<file path="config.mk">
export PLATFORM = sky130hd
export DESIGN_NAME = psum_accum_sfu
export DESIGN_NICKNAME = d
export VERILOG_FILES = /design/src/rtl/psum_accum_sfu.sv
export SDC_FILE = /design/constraint.sdc
export NUM_CORES = 1
export LEC_CHECK = 0
export ABC_AREA = 0
export BUFFER_PORTS_ARGS = -buffer_cell sky130_fd_sc_hd__buf_2
export CORE_MARGIN = 4
export CORE_UTILIZATION = 40
export DETAILED_ROUTE_END_ITERATION = 10
export SYNTH_ARGS = -nofsm -noshare
export SYNTH_HDL_FRONTEND = slang
export SYNTH_SLANG_ARGS = --single-unit
</file>
<file path="constraint.sdc">
create_clock -name clk -period 14.7 [get_ports clk]
set_clock_uncertainty 0.05 [all_clocks]
set_input_delay 1.47 -clock clk [delete_from_list [all_inputs] [get_ports clk]]
set_output_delay 1.47 -clock clk [all_outputs]
set_load 0.01 [all_outputs]
</file>
<file path="src/rtl/psum_accum_sfu.sv">
// rtl/psum_accum_sfu.sv - multi-pass psum accumulator with optional ReLU and valid/ready drain
module psum_accum_sfu #(
  parameter int psum_bw = 16,
  parameter int col     = 4,
  parameter int depth   = 16,
  parameter int addr_bw = 4,
  parameter int pass_bw = 4
) (
  input  logic                     clk,
  input  logic                     reset,
  input  logic                     start,
  input  logic [addr_bw:0]         cfg_len,
  input  logic [pass_bw-1:0]       cfg_pass,
  input  logic                     relu_en,
  input  logic [col*psum_bw-1:0]   psum_in,
  input  logic                     psum_valid,
  output logic                     rd_ofifo,
  output logic [col*psum_bw-1:0]   out_data,
  output logic                     out_valid,
  input  logic                     out_ready,
  output logic                     busy,
  output logic                     done
);

  typedef enum logic [1:0] {IDLE, ACC, DRAIN, DONE} state_t;

  state_t                 state;
  logic [addr_bw-1:0]     idx;
  logic [pass_bw-1:0]     pass_cnt;
  logic [addr_bw:0]       len_q;
  logic [pass_bw-1:0]     pass_q;
  logic                   relu_q;

  logic [col*psum_bw-1:0] acc_mem [depth];
  logic [col*psum_bw-1:0] entry;
  logic [col*psum_bw-1:0] sum_vec;
  logic [psum_bw-1:0]     lane;
  logic                   pop;
  logic                   last_idx;
  logic                   last_pass;

  assign pop       = (state == ACC) && psum_valid;
  assign rd_ofifo  = pop;
  assign entry     = acc_mem[idx];
  assign last_idx  = ({1'b0, idx} == len_q - (addr_bw+1)'(1));
  assign last_pass = (pass_cnt == pass_q - pass_bw'(1));
  assign out_valid = (state == DRAIN);
  assign busy      = (state != IDLE);
  assign done      = (state == DONE);

  // Pass 0 overwrites, so stale buffer contents from earlier jobs never leak in.
  always_comb begin
    sum_vec = '0;
    for (int k = 0; k < col; k++) begin
      if (pass_cnt == '0)
        sum_vec[k*psum_bw +: psum_bw] = psum_in[k*psum_bw +: psum_bw];
      else
        sum_vec[k*psum_bw +: psum_bw] = entry[k*psum_bw +: psum_bw] + psum_in[k*psum_bw +: psum_bw];
    end
  end

  always_comb begin
    out_data = '0;
    lane     = '0;
    if (state == DRAIN) begin
      for (int k = 0; k < col; k++) begin
        lane = entry[k*psum_bw +: psum_bw];
        out_data[k*psum_bw +: psum_bw] = (relu_q && lane[psum_bw-1]) ? '0 : lane;
      end
    end
  end

  always_ff @(posedge clk) begin
    if (pop)
      acc_mem[idx] <= sum_vec;
  end

  always_ff @(posedge clk or posedge reset) begin
    if (reset) begin
      state    <= IDLE;
      idx      <= '0;
      pass_cnt <= '0;
      len_q    <= '0;
      pass_q   <= '0;
      relu_q   <= 1'b0;
    end else begin
      case (state)
        IDLE: begin
          if (start) begin
            len_q    <= (cfg_len > (addr_bw+1)'(depth)) ? (addr_bw+1)'(depth) : cfg_len;
            pass_q   <= cfg_pass;
            relu_q   <= relu_en;
            idx      <= '0;
            pass_cnt <= '0;
            state    <= (cfg_len == '0 || cfg_pass == '0) ? DONE : ACC;
          end
        end
        ACC: begin
          if (pop) begin
            if (last_idx) begin
              idx      <= '0;
              pass_cnt <= pass_cnt + pass_bw'(1);
              if (last_pass)
                state <= DRAIN;
            end else begin
              idx <= idx + addr_bw'(1);
            end
          end
        end
        DRAIN: begin
          if (out_ready) begin
            if (last_idx)
              state <= DONE;
            else
              idx <= idx + addr_bw'(1);
          end
        end
        DONE: state <= IDLE;
        default: state <= IDLE;
      endcase
    end
  end

endmodule

</file>
==> results of run 1 <==
==> flip-flops by register name, summed over array words and instances, names as in the netlist <==
name	cells
len_q	5
pass_q	4
relu_q	1
idx	4
state	2
pass_cnt	4
acc_mem	1024
==> cells in the final DEF, fill, tap and decap left out, drive strengths merged, types with 15 or more instances in the layout <==
master | Yosys | layout
a21oi | 46 | 46
xor2 | 35 | 35
buf | 42 | 219
mux2 | 15 | 15
edfxtp | 1024 | 1024
nor2b | 31 | 31
and2 | 48 | 48
xnor2 | 30 | 30
nand2 | 84 | 84
dfrtp | 20 | 20
clkbuf | 57 | 119
mux4 | 316 | 316
nor2 | 36 | 36
a21o | 27 | 27
ha | 73 | 73
clkinv | 1 | 58
o21ai | 78 | 78
inv | 27 | 30
==> power by group through the flow <==
stage | clock [W] | combinational (W) | sequential, W
after floorplan | 0 | 0.00244 | 0.00453
after global placement | 0 | 0.00347 | 0.00458
after detailed placement | 0 | 0.00361 | 0.00459
after CTS | 0.00265 | 0.00363 | 0.00453
after global routing | 0.00279 | 0.00395 | 0.00453
final | 0.00260 | 0.00361 | 0.00452
==> cell usage after synthesis (6+ instances only) <==
master,count
o21ai_0,78
edfxtp_1,1024
nor2_1,36
mux4_2,311
o21bai_1,8
nand2_1,84
a22o_1,9
a21o_1,27
nand3_1,13
and2b_1,7
buf_1,6
xor2_1,35
nor2b_1,31
and2_1,48
nand2b_1,6
clkbuf_1,57
ha_1,73
mux2_2,15
inv_1,27
and3_1,8
o211ai_1,6
dfrtp_1,20
a31oi_1,10
a211oi_1,8
o21a_1,8
nor3_1,14
buf_2,24
xnor2_1,30
a21oi_1,46
buf_6,11
==> how the worst max path moves through the flow <==
stage                     slack [ns]  startpoint               to
after floorplan                 9.52      idx[1]    acc_mem[0][8]
after global placement          8.23      idx[0]  acc_mem[14][47]
after detailed placement        7.98      idx[0]   acc_mem[4][26]
after CTS                       7.78      idx[0]     out_data[34]
after global routing            7.55      idx[0]     out_data[34]
final                           8.04      idx[1]     out_data[61]
==> critical path, stage by stage, from the launching register on <==
cell      delay [ns]
dfrtp_4         1.01
buf_4           0.63
buf_4           0.79
mux4_2          0.42
a22o_1          0.24
a221o_1         0.31
a21boi_1        0.22
buf_4           0.28
and2_1          0.29
buf_2           0.18
==> per-layer routing <==
metal | wire, µm | up-vias | global-route usage (%)
li1 | - | 9382 | -
met1 | 43700 | 11817 | 25.2
met2 | 53500 | 626 | 31.4
met3 | 5390 | 161 | 2.90
met4 | 2820 | 2 | 5.33
met5 | 13 | - | 0
==> final cells by class <==
cell class / instances / area [µm²] / share of cell area [%]
multi-input cells: 973 / 11800 / 23.8
repair buffers: 219 / 1290 / 2.60
well taps: 1403 / 1760 / 3.54
diodes: 1 / 2.50 / 0.00505
clock buffers: 119 / 2700 / 5.45
inverters: 28 / 105 / 0.212
clock inverters: 77 / 668 / 1.35
flip-flops and latches: 1044 / 31300 / 63.1
==> kinds of logic after synthesis <==
family	after synthesis	share of synthesized area, %
buf+inv	127	1.38
fa+ha+maj	77	2.28
flops	1044	71.7
simple gates	264	3.07
compound gates	231	3.40
mux	336	16.9
xor+xnor	65	1.31
==> through the flow <==
step / util (%) / total power, W / hold slack (ns) / instance area [µm²]
global placement: 42.9 / 0.00805 / 0.469 / 46200
finish: 46.0 / 0.0107 / 0.488 / 49600
floorplan: - / 0.00697 / 0.423 / 43600
global route: 46.0 / 0.0113 / 0.519 / 49600
detailed placement: 42.9 / 0.00820 / 0.473 / 46200
CTS: 46.0 / 0.0108 / 0.488 / 49600
==> results.py, run 1 <==
metrics = {
    "sta": {
        "setup_violations": 0,
        "grt_setup_unrepaired": "false",
        "fin_ws_ns": 8.04,
        "report.final.slew_viol_count": 0,
        "worstMarginPinSlew_ns": 1.25,
        "hold_viol": 0,
        "max_freq_ghz": 0.150,
        "max_slew_margin_pct": 16.4,
        "finalCritPeriodShare_pct": 45.3,
        "min_period_ns": 6.66,
        "setup_tns_ns": 0,
    },
    "layout": {
        "layout-drive-gt1-share_pct": 29.7,
        "area_growth_pct": 13.7,
        "fin_cells": 3864,
        "fillers": 8888,
        "finalNetCount": 2527,
    },
    "clocking": {
        "cts.sinks": 1044,
        "ctsResizeCount": 0,
        "clk_pin_slew_worst_paths_ns": 0.06,
        "post_cts_buffers": 0,
        "h-tree-depth": 3,
        "cts_tree": "yes",
        "ctsHoldBuffers": 0,
        "numCtsBuffers": 105,
        "clockBufferDepth": 3,
        "clockRootBuffer": "clkbuf_16",
        "clk_latency_ns": 0.67,
    },
    "die": {
        "dieArea_um2": 114000,
        "chipWidth_um": 338,
        "initial_core_util_pct": 40.5,
        "die_h_um": 338,
        "fp-row-count": 120,
        "core_um2": 108000,
        "io_pins": 147,
    },
    "yosys": {
        "dominantRegCellSynth": "edfxtp_1",
        "synth_cells": 2144,
        "synth_top_area_share_pct": 70.5,
        "yosys.area.top_type": "edfxtp_1",
        "ys_ff_latch": 1044,
        "ys_async_sr_fraction_pct": 1.92,
        "syn_nets": 2300,
        "synth_area_leaders": "edfxtp_1, mux4_2, ha_1",
        "synthesis.area_um2": 43600,
        "ys_seq_area_share_pct": 71.7,
        "synth_enable_flop_cells": 1024,
        "yosys_warnings": 0,
        "synth_area_per_cell_um2": 20.3,
        "synth.distinct_cells": 59,
    },
    "hold_path": {
        "hold_class": "register to register",
        "min_path_cells": 1,
        "hold_start": "pass_q[3]",
        "hold_end": "pass_q[3]",
    },
    "placement": {
        "dp_cells": 3667,
        "dp_hpwl_um": 58300,
        "dpl_worst_slack_ns": 7.98,
        "port_buffers": 146,
        "gp_congestion": 0.819,
    },
    "power_and_ir_drop": {
        "pwr-share-comb_pct": 33.6,
        "intPower_w": 0.00729,
        "p_leak_nw": 16.1,
        "seq_power_share_pct": 42.1,
        "pwr-share-clk_pct": 24.3,
        "p_switching_w": 0.00344,
        "ir_drop_mv": 0.107,
        "power_density_nw_per_um2": 216,
        "netSwitchingFraction_pct": 32.1,
    },
    "global_route": {
        "grt_antenna_before_repair": 3,
        "grt_pass1_wl_um": 155000,
        "grt_max_degree": 92,
        "globalRouteOverflowTotal": 0,
        "grt_pass1_vias": 22999,
        "grt_use_total_pct": 18.6,
    },
    "worst_setup_path": {
        "crit_type": "register to output port",
        "r2r-end": "acc_mem[14][47]",
        "critPathMaxFanout": 60,
        "cp-start-kind": "register",
        "cp.arrival_ns": 5.14,
        "critPathRequiredTime_ns": 13.18,
        "reg2regPathDepth": 11,
        "end_kind": "output port",
        "rrSetupSlack_ns": 8.12,
        "rr_startpoint": "idx[0]",
    },
    "routing": {
        "drt_wl_total_um": 105000,
        "avgRoutedWirePerCell_um": 27.3,
        "vias": 21988,
        "vias_per_cell": 5.69,
        "dr.first_iter.drc_count": 2344,
        "drt_pre_antenna_iters": 8,
        "ant_nets": 0,
        "drc": 0,
    },
    "job": {
        "max-cap-violations": 0,
    },
    "run_status": {
        "status": "finished, final reports clean",
    },
}
(Power assumes the default switching activity.)
==> inputs of run 2 (changes only) <==
--- a/config.mk
+++ b/config.mk
@@ -5,7 +5,7 @@
 export SDC_FILE = /design/constraint.sdc
 export NUM_CORES = 1
 export LEC_CHECK = 0
-export ABC_AREA = 0
+export ABC_AREA = 1
 export BUFFER_PORTS_ARGS = -buffer_cell sky130_fd_sc_hd__buf_2
 export CORE_MARGIN = 4
 export CORE_UTILIZATION = 40
==> constraint.sdc (replaced) <==
create_clock -name clk -period 6.7 [get_ports clk]
set_clock_uncertainty 0.05 [all_clocks]
set_input_delay 0.67 -clock clk [delete_from_list [all_inputs] [get_ports clk]]
set_output_delay 0.67 -clock clk [all_outputs]
set_load 0.01 [all_outputs]
==> results.py, run 2 <==
metrics = {
    "die": {
        "initial_core_util_pct": 40.3,
        "core_um2": 113000,
        "dieArea_um2": 119000,
        "die_h_um": 345,
        "chipWidth_um": 345,
        "fp-row-count": 123,
        "io_pins": 147,
    },
    "sta": {
        "max_freq_ghz": 0.189,
        "fin_ws_ns": 1.40,
        "grt_setup_unrepaired": "false",
        "min_period_ns": 5.30,
        "worstMarginPinSlew_ns": 1.15,
        "report.final.slew_viol_count": 0,
        "setup_violations": 0,
        "finalCritPeriodShare_pct": 79.2,
        "setup_tns_ns": 0,
        "hold_viol": 0,
        "max_slew_margin_pct": 22.7,
    },
    "yosys": {
        "synth_most_common_cell": "edfxtp_1",
        "synth.distinct_cells": 34,
        "ys_async_sr_fraction_pct": 1.92,
        "synth_area_leaders": "edfxtp_1, nand2_1, o21ai_0",
        "synthesis.area_um2": 45400,
        "synth_common_cells": "edfxtp_1, nand2_1, nor2_1",
        "synth_cells": 4053,
        "synth_top_area_share_pct": 67.7,
        "ys_ff_latch": 1044,
        "yosys_warnings": 0,
        "dominantRegCellSynth": "edfxtp_1",
        "syn_nets": 4209,
        "ys_seq_area_share_pct": 68.8,
        "synth_enable_flop_cells": 1024,
        "synth_area_per_cell_um2": 11.2,
        "yosys.area.top_type": "edfxtp_1",
    },
    "placement": {
        "gp_congestion": 0.887,
        "dp_hpwl_um": 70600,
        "dpl_worst_slack_ns": 1.89,
        "port_buffers": 146,
    },
    "worst_setup_path": {
        "critPathRequiredTime_ns": 5.98,
        "crit_type": "register to output port",
        "critPathMaxFanout": 144,
        "cp.arrival_ns": 4.58,
        "cp-start-kind": "register",
        "rrSetupSlack_ns": 1.79,
        "end_kind": "output port",
        "reg2regPathDepth": 12,
    },
    "clocking": {
        "post_cts_buffers": 0,
        "clockRootBuffer": "clkbuf_16",
        "clockBufferDepth": 3,
        "cts_tree": "yes",
        "ctsResizeCount": 0,
        "ctsHoldBuffers": 0,
        "cts.sinks": 1044,
        "clk_latency_ns": 0.70,
        "clk_pin_slew_worst_paths_ns": 0.07,
        "numCtsBuffers": 107,
        "h-tree-depth": 3,
    },
    "layout": {
        "final_cell_mix": "edfxtp_1, nand2_1, nor2_1",
        "largestRegisters": "acc_mem: 1024 flops, len_q: 5 flops",
        "multiInputGateArea_um2": 12400,
        "fillers": 10301,
        "largest_reg_flops": 1024,
        "layout-drive-gt1-share_pct": 11.3,
        "finalNetCount": 4316,
        "regArea_um2": 31300,
        "largest-register": "acc_mem",
        "final_common_cell": "edfxtp_1",
        "area_growth_pct": 13.5,
    },
    "job": {
        "max-cap-violations": 0,
    },
    "global_route": {
        "grt_max_degree": 201,
        "globalRouteOverflowTotal": 0,
        "grt_pass1_wl_um": 195000,
        "grt_pass1_vias": 29800,
        "grt_antenna_before_repair": 6,
        "grt_use_total_pct": 21.4,
    },
    "routing": {
        "drt_wl_total_um": 131000,
        "drt_pre_antenna_iters": 5,
        "drc": 0,
        "vias": 31723,
        "avgRoutedWirePerCell_um": 22.9,
        "ant_nets": 0,
        "dr.first_iter.drc_count": 3459,
        "vias_per_cell": 5.52,
    },
    "power_and_ir_drop": {
        "ir_drop_mv": 0.236,
        "power_density_nw_per_um2": 412,
        "p_leak_nw": 18.6,
    },
    "run_status": {
        "status": "finished, final reports clean",
    },
    "hold_path": {
        "hold_class": "input pin to async pin",
    },
}
## run 2: cell count changes after synthesis, sizes merged, moves of 209 or more
cell and delta:
o21ai +463, nand2 +637, mux4 -316, inv +209, nor2 +594, o22ai +243
## run 2: kinds of logic (layout without fill, tap and decap cells)
family	count (synthesis)	after routing	share of synthesized area (%)
XOR/XNOR	19	19	0.366
AO/OA/AOI/OAI	866	866	10.4
flip-flops	1044	1044	68.8
AND/OR/NAND/NOR	1584	1584	14.1
other	0	4	0
adder cells (fa/ha/maj)	77	77	2.19
buffers and inverters	463	654	4.23
## run 2: report_power, final
group	switching (W)	leakage, nW	total [W]	internal, W
combinational	0.00475	7.45	0.00659	0.00184
clock	0.00255	1.70	0.00596	0.00341
sequential	0.000117	9.49	0.00871	0.00859
total	0.00741	18.6	0.0213	0.0138
## run 2: area by class of cell
cell class                 count  share of cell area, %
antenna                        4                 0.0194
sequential                  1044                   60.6
timing repair buffer         224                   3.04
tap                         1500                   3.64
clock inverter                67                   1.47
clock buffer                 126                   5.33
multi-input combinational   2546                   24.1
inverter                     237                   1.76
## run 2: stage by stage
stage / hold WS, ns / cells / area, µm² / utilization, % / total power, W
finish: 0.119 / 5748 / 51500 / 45.8 / 0.0213
global route: 0.162 / 5744 / 51500 / 45.7 / 0.0224
CTS: 0.116 / 5744 / 51500 / 45.7 / 0.0213
detailed placement: 0.477 / 5551 / 48000 / 42.6 / 0.0154
global placement: 0.472 / 5551 / 48000 / 42.6 / 0.0153
floorplan: 0.440 / 4053 / 45400 / - / 0.0132
## run 2: final timing paths
| kind | to | start |
|---|---|---|
| setup / recovery | out_data[48] | idx[0] |
| hold / removal | pass_cnt[3] | reset |
| setup reg to reg | acc_mem[1][28] | idx[0] |
| hold reg to reg | state[0] | state[0] |
| max in group asynchronous | idx[1] | reset |
| min in group clk | relu_q | relu_en |
## run 2: worst max-delay path, cell delays in order, from the launching register on
cell	delay, ns
dfrtp_4	0.74
inv_8	0.68
buf_12	0.47
nand2_1	0.10
nand3_1	0.10
nand2_1	0.07
nand2_1	0.05
nand2_1	0.08
nor2_2	0.51
o21ai_2	0.08
buf_4	0.24
nor2_1	0.26
buf_2	0.18
## run 2: metal layers
layer / up-vias / share of wire (%) / global-route usage [%]
met5: - / 0.019 / 0
met4: 4 / 2.0 / 5.16
met3: 172 / 7.3 / 2.84
met2: 1214 / 46 / 34.5
met1: 15748 / 44 / 30.8
li1: 14585 / - / -
